<file path="src/rtl/display_mux_7seg.sv">
// Multiplexed 7-segment display driver: shadowed digit codes, hex decode,
// leading-zero blanking, per-digit decimal point, 16-level brightness PWM.
module display_mux_7seg #(
    parameter int NUM_DIGITS     = 4,
    parameter int SUB_DIV        = 3125,
    parameter bit SEG_ACTIVE_LOW = 1'b1,
    parameter bit AN_ACTIVE_LOW  = 1'b1
) (
    input  logic                    CLK,
    input  logic                    RST,
    input  logic [4*NUM_DIGITS-1:0] digits_in,
    input  logic [NUM_DIGITS-1:0]   dp_in,
    input  logic                    load,
    input  logic                    hex_en,
    input  logic                    blank_lz,
    input  logic [3:0]              brightness,
    output logic [7:0]              codigo,
    output logic [NUM_DIGITS-1:0]   seleccion,
    output logic                    frame_tick
);

    localparam int SUB_W  = (SUB_DIV > 1) ? $clog2(SUB_DIV) : 1;
    localparam int SLOT_W = $clog2(NUM_DIGITS);
    localparam logic [SUB_W-1:0]      SUB_LAST  = SUB_W'(SUB_DIV - 1);
    localparam logic [SLOT_W-1:0]     SLOT_LAST = SLOT_W'(NUM_DIGITS - 1);
    localparam logic [7:0]            SEG_OFF   = SEG_ACTIVE_LOW ? 8'hFF : 8'h00;
    localparam logic [NUM_DIGITS-1:0] SEL_OFF   = AN_ACTIVE_LOW ? '1 : '0;

    // Active-low a..g pattern; codes 10..15 are blank unless hex is enabled.
    function automatic logic [6:0] dec7(input logic [3:0] n, input logic hex);
        logic [6:0] p;
        case (n)
            4'h0: p = 7'b0000001;
            4'h1: p = 7'b1001111;
            4'h2: p = 7'b0010010;
            4'h3: p = 7'b0000110;
            4'h4: p = 7'b1001100;
            4'h5: p = 7'b0100100;
            4'h6: p = 7'b0100000;
            4'h7: p = 7'b0001111;
            4'h8: p = 7'b0000000;
            4'h9: p = 7'b0000100;
            4'hA: p = 7'b0001000;
            4'hB: p = 7'b1100000;
            4'hC: p = 7'b0110001;
            4'hD: p = 7'b1000010;
            4'hE: p = 7'b0110000;
            default: p = 7'b0111000;
        endcase
        if (!hex && (n >= 4'hA)) begin
            p = 7'b1111111;
        end
        return p;
    endfunction

    logic [4*NUM_DIGITS-1:0] shadow_q, shadow_d;
    logic [NUM_DIGITS-1:0]   dp_q, dp_d;
    logic [SUB_W-1:0]        sub_q, sub_d;
    logic [3:0]              phase_q, phase_d;
    logic [SLOT_W-1:0]       slot_q, slot_d;
    logic [3:0]              bright_q, bright_d;
    logic                    pend_q, pend_d;
    logic [7:0]              codigo_q, codigo_d;
    logic [NUM_DIGITS-1:0]   sel_q, sel_d;
    logic                    tick_q;

    logic                  sub_end, slot_end, en;
    logic [3:0]            nib;
    logic                  dp_bit, upper_zero, lz_blank;
    logic [7:0]            seg_al;
    logic [NUM_DIGITS-1:0] onehot;

    always_comb begin
        sub_end  = (sub_q == SUB_LAST);
        slot_end = sub_end && (phase_q == 4'hF);
        sub_d    = sub_end ? '0 : sub_q + 1'b1;
        phase_d  = sub_end ? phase_q + 4'd1 : phase_q;
        slot_d   = slot_q;
        if (slot_end) begin
            slot_d = (slot_q == SLOT_LAST) ? '0 : slot_q + 1'b1;
        end
        // Brightness is only resampled at slot boundaries so a slot never changes duty mid-way.
        bright_d = slot_end ? brightness : bright_q;
        pend_d   = slot_end && (slot_q == SLOT_LAST);
        shadow_d = load ? digits_in : shadow_q;
        dp_d     = load ? dp_in : dp_q;
    end

    // Scan from the top digit down so upper_zero covers digit k and everything above it.
    always_comb begin
        nib        = 4'h0;
        dp_bit     = 1'b0;
        upper_zero = 1'b1;
        lz_blank   = 1'b0;
        for (int k = NUM_DIGITS - 1; k >= 0; k--) begin
            if (shadow_q[4*k +: 4] != 4'h0) begin
                upper_zero = 1'b0;
            end
            if (SLOT_W'(k) == slot_q) begin
                nib      = shadow_q[4*k +: 4];
                dp_bit   = dp_q[k];
                lz_blank = upper_zero && (k != 0);
            end
        end
    end

    always_comb begin
        en       = (phase_q <= bright_q);
        seg_al   = {~dp_bit, (blank_lz && lz_blank) ? 7'b1111111 : dec7(nib, hex_en)};
        onehot   = {{(NUM_DIGITS-1){1'b0}}, 1'b1} << slot_q;
        codigo_d = SEG_OFF;
        sel_d    = SEL_OFF;
        if (en) begin
            codigo_d = SEG_ACTIVE_LOW ? seg_al : ~seg_al;
            sel_d    = AN_ACTIVE_LOW ? ~onehot : onehot;
        end
    end

    always_ff @(posedge CLK) begin
        if (RST) begin
            shadow_q <= '0;
            dp_q     <= '0;
            sub_q    <= '0;
            phase_q  <= '0;
            slot_q   <= '0;
            bright_q <= 4'hF;
            pend_q   <= 1'b0;
            codigo_q <= SEG_OFF;
            sel_q    <= SEL_OFF;
            tick_q   <= 1'b0;
        end else begin
            shadow_q <= shadow_d;
            dp_q     <= dp_d;
            sub_q    <= sub_d;
            phase_q  <= phase_d;
            slot_q   <= slot_d;
            bright_q <= bright_d;
            pend_q   <= pend_d;
            codigo_q <= codigo_d;
            sel_q    <= sel_d;
            tick_q   <= pend_q;
        end
    end

    assign codigo     = codigo_q;
    assign seleccion  = sel_q;
    assign frame_tick = tick_q;

endmodule

</file>
<file path="config.mk">
export PLATFORM = sky130hd
export DESIGN_NAME = display_mux_7seg
export DESIGN_NICKNAME = d
export VERILOG_FILES = /design/src/rtl/display_mux_7seg.sv
export SDC_FILE = /design/constraint.sdc
export NUM_CORES = 1
export LEC_CHECK = 0
export BUFFER_PORTS_ARGS = -buffer_cell sky130_fd_sc_hd__buf_2
export CAP_MARGIN = 20
export CORE_MARGIN = 2
export CORE_UTILIZATION = 56
export CTS_BUF_LIST = sky130_fd_sc_hd__clkbuf_16
export CTS_CLUSTER_SIZE = 12
export DETAILED_ROUTE_END_ITERATION = 10
export GPL_ROUTABILITY_DRIVEN = 1
export HOLD_SLACK_MARGIN = 0.1
export PLACE_DENSITY_LB_ADDON = 0.05
export SLEW_MARGIN = 20
export SYNTH_ARGS = -nofsm -noshare
export SYNTH_HDL_FRONTEND = slang
export SYNTH_SLANG_ARGS = --single-unit
</file>
<file path="constraint.sdc">
create_clock -name CLK -period 3.95 [get_ports CLK]
set_input_delay 0.1975 -clock CLK [delete_from_list [all_inputs] [get_ports CLK]]
set_output_delay 0.1975 -clock CLK [all_outputs]
set_load 0.05 [all_outputs]
</file>
==> results of run 1 <==
[critical path: stages, from the launching register on]
cell       delay [ns]
dfxtp_1          0.40
inv_1            0.08
ha_1             0.33
nand3b_1         0.21
a221oi_1         0.67
inv_1            0.24
ha_1             0.32
a211o_1          0.27
a2111oi_4        0.49
o221ai_1         0.20
[stage by stage]
step,power [uW],hold slack [ns],worst slack (ns),area (um^2)
floorplan,706,0.298,1.01,2650
global placement,742,0.404,0.830,2860
detailed placement,744,0.410,0.647,2860
CTS,1150,0.112,0.605,2990
global route,1180,0.114,0.279,2990
finish,1140,0.113,0.576,2990
[synth_stat cells (all sizes together), types with 3 or more instances]
master,number
buf,6
nor4,3
nor3b,4
o21ai,5
xnor2,3
nand3,4
clkbuf,7
dfxtp,56
o211ai,9
inv,16
a21oi,8
nand3b,5
nor2,39
nand4,5
mux2i,26
ha,17
xor2,8
nor2b,6
nand2,23
and4,3
nand2b,3
[sequential cells by signal (all words and copies together) (netlist names)]
signal	count
frame_tick	1
seleccion	4
slot_q	2
phase_q	4
sub_q	12
codigo	8
dp_q	4
shadow_q	16
pend_q	1
bright_q	4
[power breakdown]
| part | internal (uW) | switching [uW] | leakage [uW] |
|---|---|---|---|
| clock network | 228 | 177 | 0.0000709 |
| registers | 588 | 15.1 | 0.000459 |
| logic | 48.7 | 79.5 | 0.000745 |
[placed cells by master (no fill, tap or decap), types with 8 or more instances in the layout]
cell,Yosys,final
inv_1,16,17
nor2_1,39,39
dfxtp_1,56,56
nand2_1,23,23
a21oi_1,8,8
xor2_1,8,8
buf_2,3,41
ha_1,17,17
mux2i_1,26,26
o211ai_1,9,9
[final cells by class]
type,instances,area (um^2),share of cell area
Clock buffer,5,125,0.0418
Clock inverter,2,8.76,0.00293
Inverter,16,60.1,0.0201
Multi-Input combinational cell,196,1390,0.464
Sequential cell,56,1120,0.375
Tap cell,54,67.6,0.0226
Timing Repair Buffer,43,220,0.0736
[per-layer routing]
metal	vias up	wire length [um]
met5	-	0
met3	9	187
li1	1036	-
met2	46	2280
met1	912	2210
met4	0	101
[cells by family (layout without fill, tap and decap cells)]
| logic type | Yosys count | count (layout) | share of synthesized area |
|---|---|---|---|
| compound gates | 35 | 35 | 0.0979 |
| flops | 56 | 56 | 0.424 |
| simple gates | 105 | 105 | 0.204 |
| fa+ha+maj | 17 | 17 | 0.0804 |
| mux | 28 | 28 | 0.107 |
| buf+inv | 29 | 66 | 0.0511 |
| xor+xnor | 11 | 11 | 0.0364 |
[worst paths after layout]
check	slack (ns)	startpoint	end	depth (start not counted)
setup reg to reg	0.58	slot_q[0]	codigo[4]	9
setup / recovery	0.58	slot_q[0]	codigo[4]	9
hold reg to reg	0.45	pend_q	frame_tick	1
hold / removal	0.11	brightness[0]	bright_q[0]	2
==> out/metrics.csv, run 1 <==
metric,value,unit
status,"finished, final reports clean",
synth_fp_nets,327,
leakagePower,0.00127,uW
ys_types,42,
cap_violations,0,
io_pins,42,
synth-edff-count,0,
grt.met3_usage,0.0387,
grt_use_total,0.193,
cp-end-kind,register,
cts_root_buf,clkbuf_16,
skew,0.00736,ns
grt_util_met2,0.322,
wl_per_cell,12.9,um
synthFlopType,dfxtp_1,
hold_path_class,input pin to register,
finalMaxSlewViolations,0,
io_buffers,41,
hold_buffers,0,
nNetsFinal,364,
setup.worst_path.start_class,register,
grt_start_max_net_pins,33,
grt_pass1_wl,8080,um
synthCells,281,
tns,0,ns
clock_sinks,56,
grt_util_met1,0.243,
required,4.08,ns
die-area,5290,um^2
ant_nets,0,
synthesis.area,2650,um^2
tightest_slew,0.767,ns
via_count,2003,
fillers,411,
synth_warnings,0,
die_x,72.7,um
cts_tree,yes,
syn2layout_area_growth,13.1,%
ys_seq_area_frac,0.424,
dieHeight,72.7,um
max-vdd-ir-drop,0.000256,V
slew_headroom,0.489,
globalplace.congestion,0.910,
antenna_found_initial,0,
layout-drive-gt1-share,0.186,
period_needed,3.37,ns
async_flop_share,0,
num_rows,25,
dp.cells,365,
wl,4780,um
synth_top_area_cell,dfxtp_1,
final_hold_viol_count,0,
avgSynthCellArea,9.42,um^2
htree_levels,2,
critPathArrivalTime,3.50,ns
gr-total-overflow,0,
final_cells,372,
fin_util,0.646,
numCtsBuffers,5,
clock_latency,0.29,ns
grt_busiest_layer,met2,
worstSetupPathType,register to register,
via_per_inst,5.38,
cts_setup_buffers,0,
setup_violations,0,
netlist.area_leader.share,0.424,
drtIter0Drc,84,
grt_pass1_vias,1840,
first_pass_iters,4,
cp_max_fo,13,
drc,0,
clk_pin_slew,0.07,ns
fmax,296,MHz
dp_hpwl,3550,um
antenna_cells,0,
synth_top_cells_by_area,"dfxtp_1 42%, mux2i_1 9.8%, ha_1 8.0%",
post_cts_resized,0,
coreArea,4630,um^2
max-clock-path-buffers,2,
rsz0062_at_grt,no,
power.density,380,nW/um^2
final.period_utilization,0.854,
initial_core_util,0.572,
synth_seq_cells,56,
Power figures use the tool's default switching activity.
==> inputs of run 2 (changes only) <==
--- a/config.mk
+++ b/config.mk
@@ -5,10 +5,11 @@
 export SDC_FILE = /design/constraint.sdc
 export NUM_CORES = 1
 export LEC_CHECK = 0
+export ABC_AREA = 1
 export BUFFER_PORTS_ARGS = -buffer_cell sky130_fd_sc_hd__buf_2
 export CAP_MARGIN = 20
 export CORE_MARGIN = 2
-export CORE_UTILIZATION = 56
+export CORE_UTILIZATION = 57
 export CTS_BUF_LIST = sky130_fd_sc_hd__clkbuf_16
 export CTS_CLUSTER_SIZE = 12
 export DETAILED_ROUTE_END_ITERATION = 10
==> out/metrics.csv, run 2 <==
metric,value,unit,change
cts_root_buf,clkbuf_16,,
dp.cells,471,,+29%
critPathArrivalTime,2.64,ns,-0.86 ns
multi_input_area,1500,um^2,+8.1%
leakagePower,0.00143,uW,+12%
ys_types,30,,-29%
cap_violations,0,,unchanged
synth_top_cells_by_area,"dfxtp_1 39%, nand2_1 9.4%, ha_1 7.4%",,
clock_latency,0.29,ns,about the same
tns,0,ns,unchanged
regMostFlops,shadow_q,,
hold_path_class,input pin to register,,
wl,5720,um,+20%
async_flop_share,0,,unchanged
final.period_utilization,0.625,,-0.229
power.density,383,nW/um^2,+0.76%
synthFlopType,dfxtp_1,,
grt_use_total,0.222,,+0.0289
path_cells,ha_1 -> inv_2 -> nor2_1 -> nor2_1 -> a21oi_1 -> ha_1 -> nand3_1 -> nand2_1 -> nor2_1 -> nand2_1,,
coreArea,4790,um^2,+3.4%
syn2layout_area_growth,12.0,%,
die-area,5640,um^2,+6.6%
final_cell_mix,"72 x nand2_1, 56 x dfxtp_1, 50 x nor2_1",,
finalMaxSlewViolations,0,,unchanged
layout-drive-gt1-share,0.172,,-0.0132
cts_setup_buffers,0,,unchanged
first_pass_iters,4,,unchanged
critPathSlowestCell,ha_1,,
synth-edff-count,0,,unchanged
synthTopCellsByCount,"72 x nand2_1, 56 x dfxtp_1, 50 x nor2_1",,
globalplace.congestion,0.877,,-3.6%
worstSetupPathType,register to register,,
wl_per_cell,11.9,um,-7.1%
required,4.12,ns,+0.04 ns
netlist.area_leader.share,0.389,,-0.0344
slew_headroom,0.504,,+0.0149
status,"finished, final reports clean",,
synth_fp_nets,425,,+30%
via_count,2441,,+22%
rsz0062_at_grt,no,,
die_x,75.1,um,+3.2%
io_pins,42,,unchanged
final_common_cell,nand2_1,,
clk_pin_slew,0.07,ns,about the same
avgSynthCellArea,7.60,um^2,-19%
dp_hpwl,4070,um,+15%
fillers,437,,+6.3%
nNetsFinal,457,,+26%
place_ws,1.60,ns,+0.952 ns
max-clock-path-buffers,2,,unchanged
largest_reg_flops,16,,unchanged
setup_violations,0,,unchanged
cts_tree,yes,,
tightest_slew,0.744,ns,-0.0232 ns
synth_seq_cells,56,,unchanged
dieHeight,75.1,um,+3.2%
crit_family,adder cells,,
synth_top_area_cell,dfxtp_1,,
cp-end-kind,register,,
antenna_cells,0,,unchanged
num_rows,25,,unchanged
synthCells,379,,+35%
cp_slowest_stage_delay,0.50,ns,-0.17 ns
numCtsBuffers,5,,unchanged
io_buffers,41,,unchanged
ys_seq_area_frac,0.389,,-0.0344
drtIter0Drc,117,,+39%
cp_max_fo,9,,-4
fin_util,0.674,,+0.0278
clock_sinks,56,,unchanged
post_cts_resized,0,,unchanged
timing.hold.ws,0.120,ns,+0.00659 ns
setup.worst_path.start_class,register,,
max-vdd-ir-drop,0.000217,V,-15%
htree_levels,2,,unchanged
ant_nets,0,,unchanged
gr-total-overflow,0,,unchanged
path_depth,10,,+1
skew,0.00912,ns,+0.00176 ns
final_cells,479,,+29%
whs_path_depth,3,,+1
crit_buf_inv,1,,-1
grt_start_max_net_pins,30,,-9.1%
synth_warnings,0,,unchanged
antenna_found_initial,0,,unchanged
worst-r2r-cell-count,10,,+1
synthMostInstantiatedCell,nand2_1,,
via_per_inst,5.10,,-5.4%
fin_ws,1.48,ns,+0.906 ns
final_hold_viol_count,0,,unchanged
grt_pass1_wl,9460,um,+17%
grt_pass1_vias,2136,,+16%
initial_core_util,0.602,,+0.0302
crit_top_cell,nor2_1,,
fmax,405,MHz,+37%
drc,0,,unchanged
hold_buffers,0,,unchanged
final-seq-area,1120,um^2,unchanged
period_needed,2.47,ns,-0.906 ns
synthesis.area,2880,um^2,+8.8%
-- run 2: changes by cell type after synthesis, sizes merged, moves of 12 or more --
cell   previous run  this run
nand3             4        30
mux2i            26         0
inv              16        39
a21oi             8        36
o21ai             5        26
nand2            23        80
nor2             39        51
-- run 2: logic make-up after synthesis --
family | Yosys count | synth area share
adder cells (fa/ha/maj) | 17 | 0.0738
flip-flops | 56 | 0.389
AND/OR/NAND/NOR | 180 | 0.296
AO/OA/AOI/OAI | 64 | 0.134
buffers and inverters | 56 | 0.0891
XOR/XNOR | 6 | 0.0182
-- run 2: area by class of cell --
class,instances,area share
clock inverter,3,0.0116
multi-input combinational,267,0.466
clock buffer,5,0.0388
timing repair buffer,41,0.0636
sequential,56,0.347
inverter,40,0.0469
tap,67,0.0260
-- run 2: metal layers --
layer	track usage	wire, um	part of all wire
met1	0.297	2740	0.48
met2	0.354	2590	0.45
met3	0.0375	287	0.050
met4	0.0992	103	0.018
met5	0	0	0
-- run 2: final timing paths --
kind           startpoint          end  slack [ns]
max             slot_q[0]    codigo[3]        1.48
min          digits_in[9]  shadow_q[9]        0.12
max reg2reg     slot_q[0]    codigo[3]        1.48
min reg2reg        pend_q   frame_tick        0.40
-- run 2: stage by stage --
step	total power [uW]	area (um^2)
2_1_floorplan	722	2880
3_3_place_gp	756	3060
3_5_place_dp	758	3060
4_1_cts	1240	3230
5_1_grt	1280	3230
6_report	1230	3230
-- run 2: power breakdown --
group | internal, uW | switching [uW] | leakage [uW]
logic | 45.3 | 98.5 | 0.000895
registers | 590 | 12.4 | 0.000460
clock network | 295 | 193 | 0.0000789
total | 930 | 304 | 0.00143
-- run 2: worst register-to-register path: stages (launching register included) --
cell and delay (ns):
dfxtp_1 0.40, ha_1 0.50, inv_2 0.13, nor2_1 0.11, nor2_1 0.06, a21oi_1 0.45, ha_1 0.33, nand3_1 0.09
nand2_1 0.07, nor2_1 0.14, nand2_1 0.07
==> inputs of run 3 (changes only) <==
==> constraint.sdc (replaced) <==
create_clock -name CLK -period 2.4 [get_ports CLK]
set_input_delay 0.12 -clock CLK [delete_from_list [all_inputs] [get_ports CLK]]
set_output_delay 0.12 -clock CLK [all_outputs]
set_load 0.05 [all_outputs]
==> out/metrics.csv, run 3 (same netlist as run 2, synthesis figures left out) <==
metric,value,unit,change
hold_path_class,input pin to register,,
cts_root_buf,clkbuf_16,,
grt_busiest_layer,met2,,
max-clock-path-buffers,2,,unchanged
grt_use_total,0.219,,-0.00294
via_count,2537,,+3.9%
power.density,607,nW/um^2,+59%
die_x,75.1,um,unchanged
numCtsBuffers,5,,unchanged
required,2.57,ns,-1.55 ns
fin_ws,0.257,ns,-1.23 ns
drc,0,,unchanged
grt_start_max_net_pins,30,,unchanged
num_rows,25,,unchanged
grt_pass1_vias,2139,,+0.14%
io_buffers,41,,unchanged
leakagePower,0.00151,uW,+5.6%
final_cell_mix,"72 x nand2_1, 56 x dfxtp_1, 50 x nor2_1",,
antenna_cells,0,,unchanged
clock_sinks,56,,unchanged
timing.hold.ws,0.103,ns,-0.0171 ns
dp_hpwl,4100,um,+0.93%
htree_levels,2,,unchanged
syn2layout_area_growth,18.0,%,
final.period_utilization,0.893,,+0.268
post_cts_resized,0,,unchanged
final_common_cell,nand2_1,,
final_cells,497,,+3.8%
skew,0.00752,ns,-0.00160 ns
slew_headroom,0.495,,-0.00882
cp-end-kind,register,,
status,"finished, final reports clean",,
wl,5730,um,+0.10%
place_ws,0.281,ns,-1.32 ns
die-area,5640,um^2,unchanged
grt_util_met1,0.309,,+0.0124
crit_top_cell,nand2_1,,
drtIter0Drc,107,,-8.5%
setup_violations,0,,unchanged
wl_per_cell,11.5,um,-3.5%
cts_tree,yes,,
period_needed,2.14,ns,-0.325 ns
fmax,467,MHz,+15%
coreArea,4790,um^2,unchanged
layout-drive-gt1-share,0.181,,+0.00907
first_pass_iters,4,,unchanged
worstSetupPathType,register to register,,
cp_max_fo,6,,-3
tightest_slew,0.757,ns,+0.0132 ns
final_hold_viol_count,0,,unchanged
grt_util_met2,0.331,,-0.0224
finalMaxSlewViolations,0,,unchanged
io_pins,42,,unchanged
cp_slowest_stage_delay,0.40,ns,-0.10 ns
dp.cells,476,,+1.1%
cap_violations,0,,unchanged
ant_nets,0,,unchanged
clock_latency,0.29,ns,about the same
regMostFlops,shadow_q,,
fin_util,0.710,,+0.0361
initial_core_util,0.602,,unchanged
via_per_inst,5.10,,+0.17%
tns,0,ns,unchanged
grt.met3_usage,0.0549,,+0.0174
dieHeight,75.1,um,unchanged
critPathSlowestCell,dfxtp_1,,
rsz0062_at_grt,no,,
globalplace.congestion,0.924,,+5.4%
max-vdd-ir-drop,0.000480,V,+120%
antenna_found_initial,0,,unchanged
nNetsFinal,475,,+3.9%
gr-total-overflow,0,,unchanged
grt_pass1_wl,9540,um,+0.80%
largest_reg_flops,16,,unchanged
path_cells,inv_1 -> ha_1 -> a21oi_1 -> nand2_1 -> a21oi_1 -> ha_1 -> nand3_1 -> nand2_1 -> nor2_1 -> nand2_1,,
setup.worst_path.start_class,register,,
critPathArrivalTime,2.32,ns,-0.32 ns
clk_pin_slew,0.07,ns,about the same
[run 3: worst paths after layout]
kind / start / slack [ns] / cells after the start / to
hold reg to reg: pend_q / 0.40 / 2 / frame_tick
setup reg to reg: slot_q[0] / 0.26 / 10 / codigo[3]
setup / recovery: slot_q[0] / 0.26 / 10 / codigo[3]
hold / removal: brightness[0] / 0.10 / 3 / bright_q[0]
[run 3: metrics by stage]
stage	cell area (um^2)	total power [uW]
2_1_floorplan	2880	1190
3_3_place_gp	3100	1250
3_5_place_dp	3100	1250
4_1_cts	3400	2080
5_1_grt	3400	2150
6_report	3400	2060
[run 3: cell type report]
class                           instances  area [um^2]
Multi-Input combinational cell        267         1500
Fill cell                             407         1390
Sequential cell                        56         1120
Timing Repair Buffer                   59          373
Inverter                               40          151
Clock buffer                            5          125
Tap cell                               67         83.8
Clock inverter                          3         42.5
[run 3: critical path: cells and delay by family (launching register included)]
kind,cells,cell delay (ns)
adder cells (fa/ha/maj),2,0.61
AO/OA/AOI/OAI,2,0.56
flip-flops,1,0.40
buffers and inverters,1,0.08
AND/OR/NAND/NOR,5,0.36
[run 3: repair_timing]
| item | 4_1_cts | 5_1_grt |
|---|---|---|
| buffers inserted | 0 | 0 |
| hold buffers | 13 | 0 |
| endpoints found under the hold margin | 13 | 0 |
[run 3: power breakdown]
part	internal, uW	switching (uW)
registers	971	21.6
logic	89.3	164
clock network	490	327
[run 3: metal layers]
metal | share of wire | wire length, um
met5 | 0 | 0
met2 | 0.44 | 2520
met3 | 0.057 | 326
met4 | 0.011 | 63
met1 | 0.49 | 2810
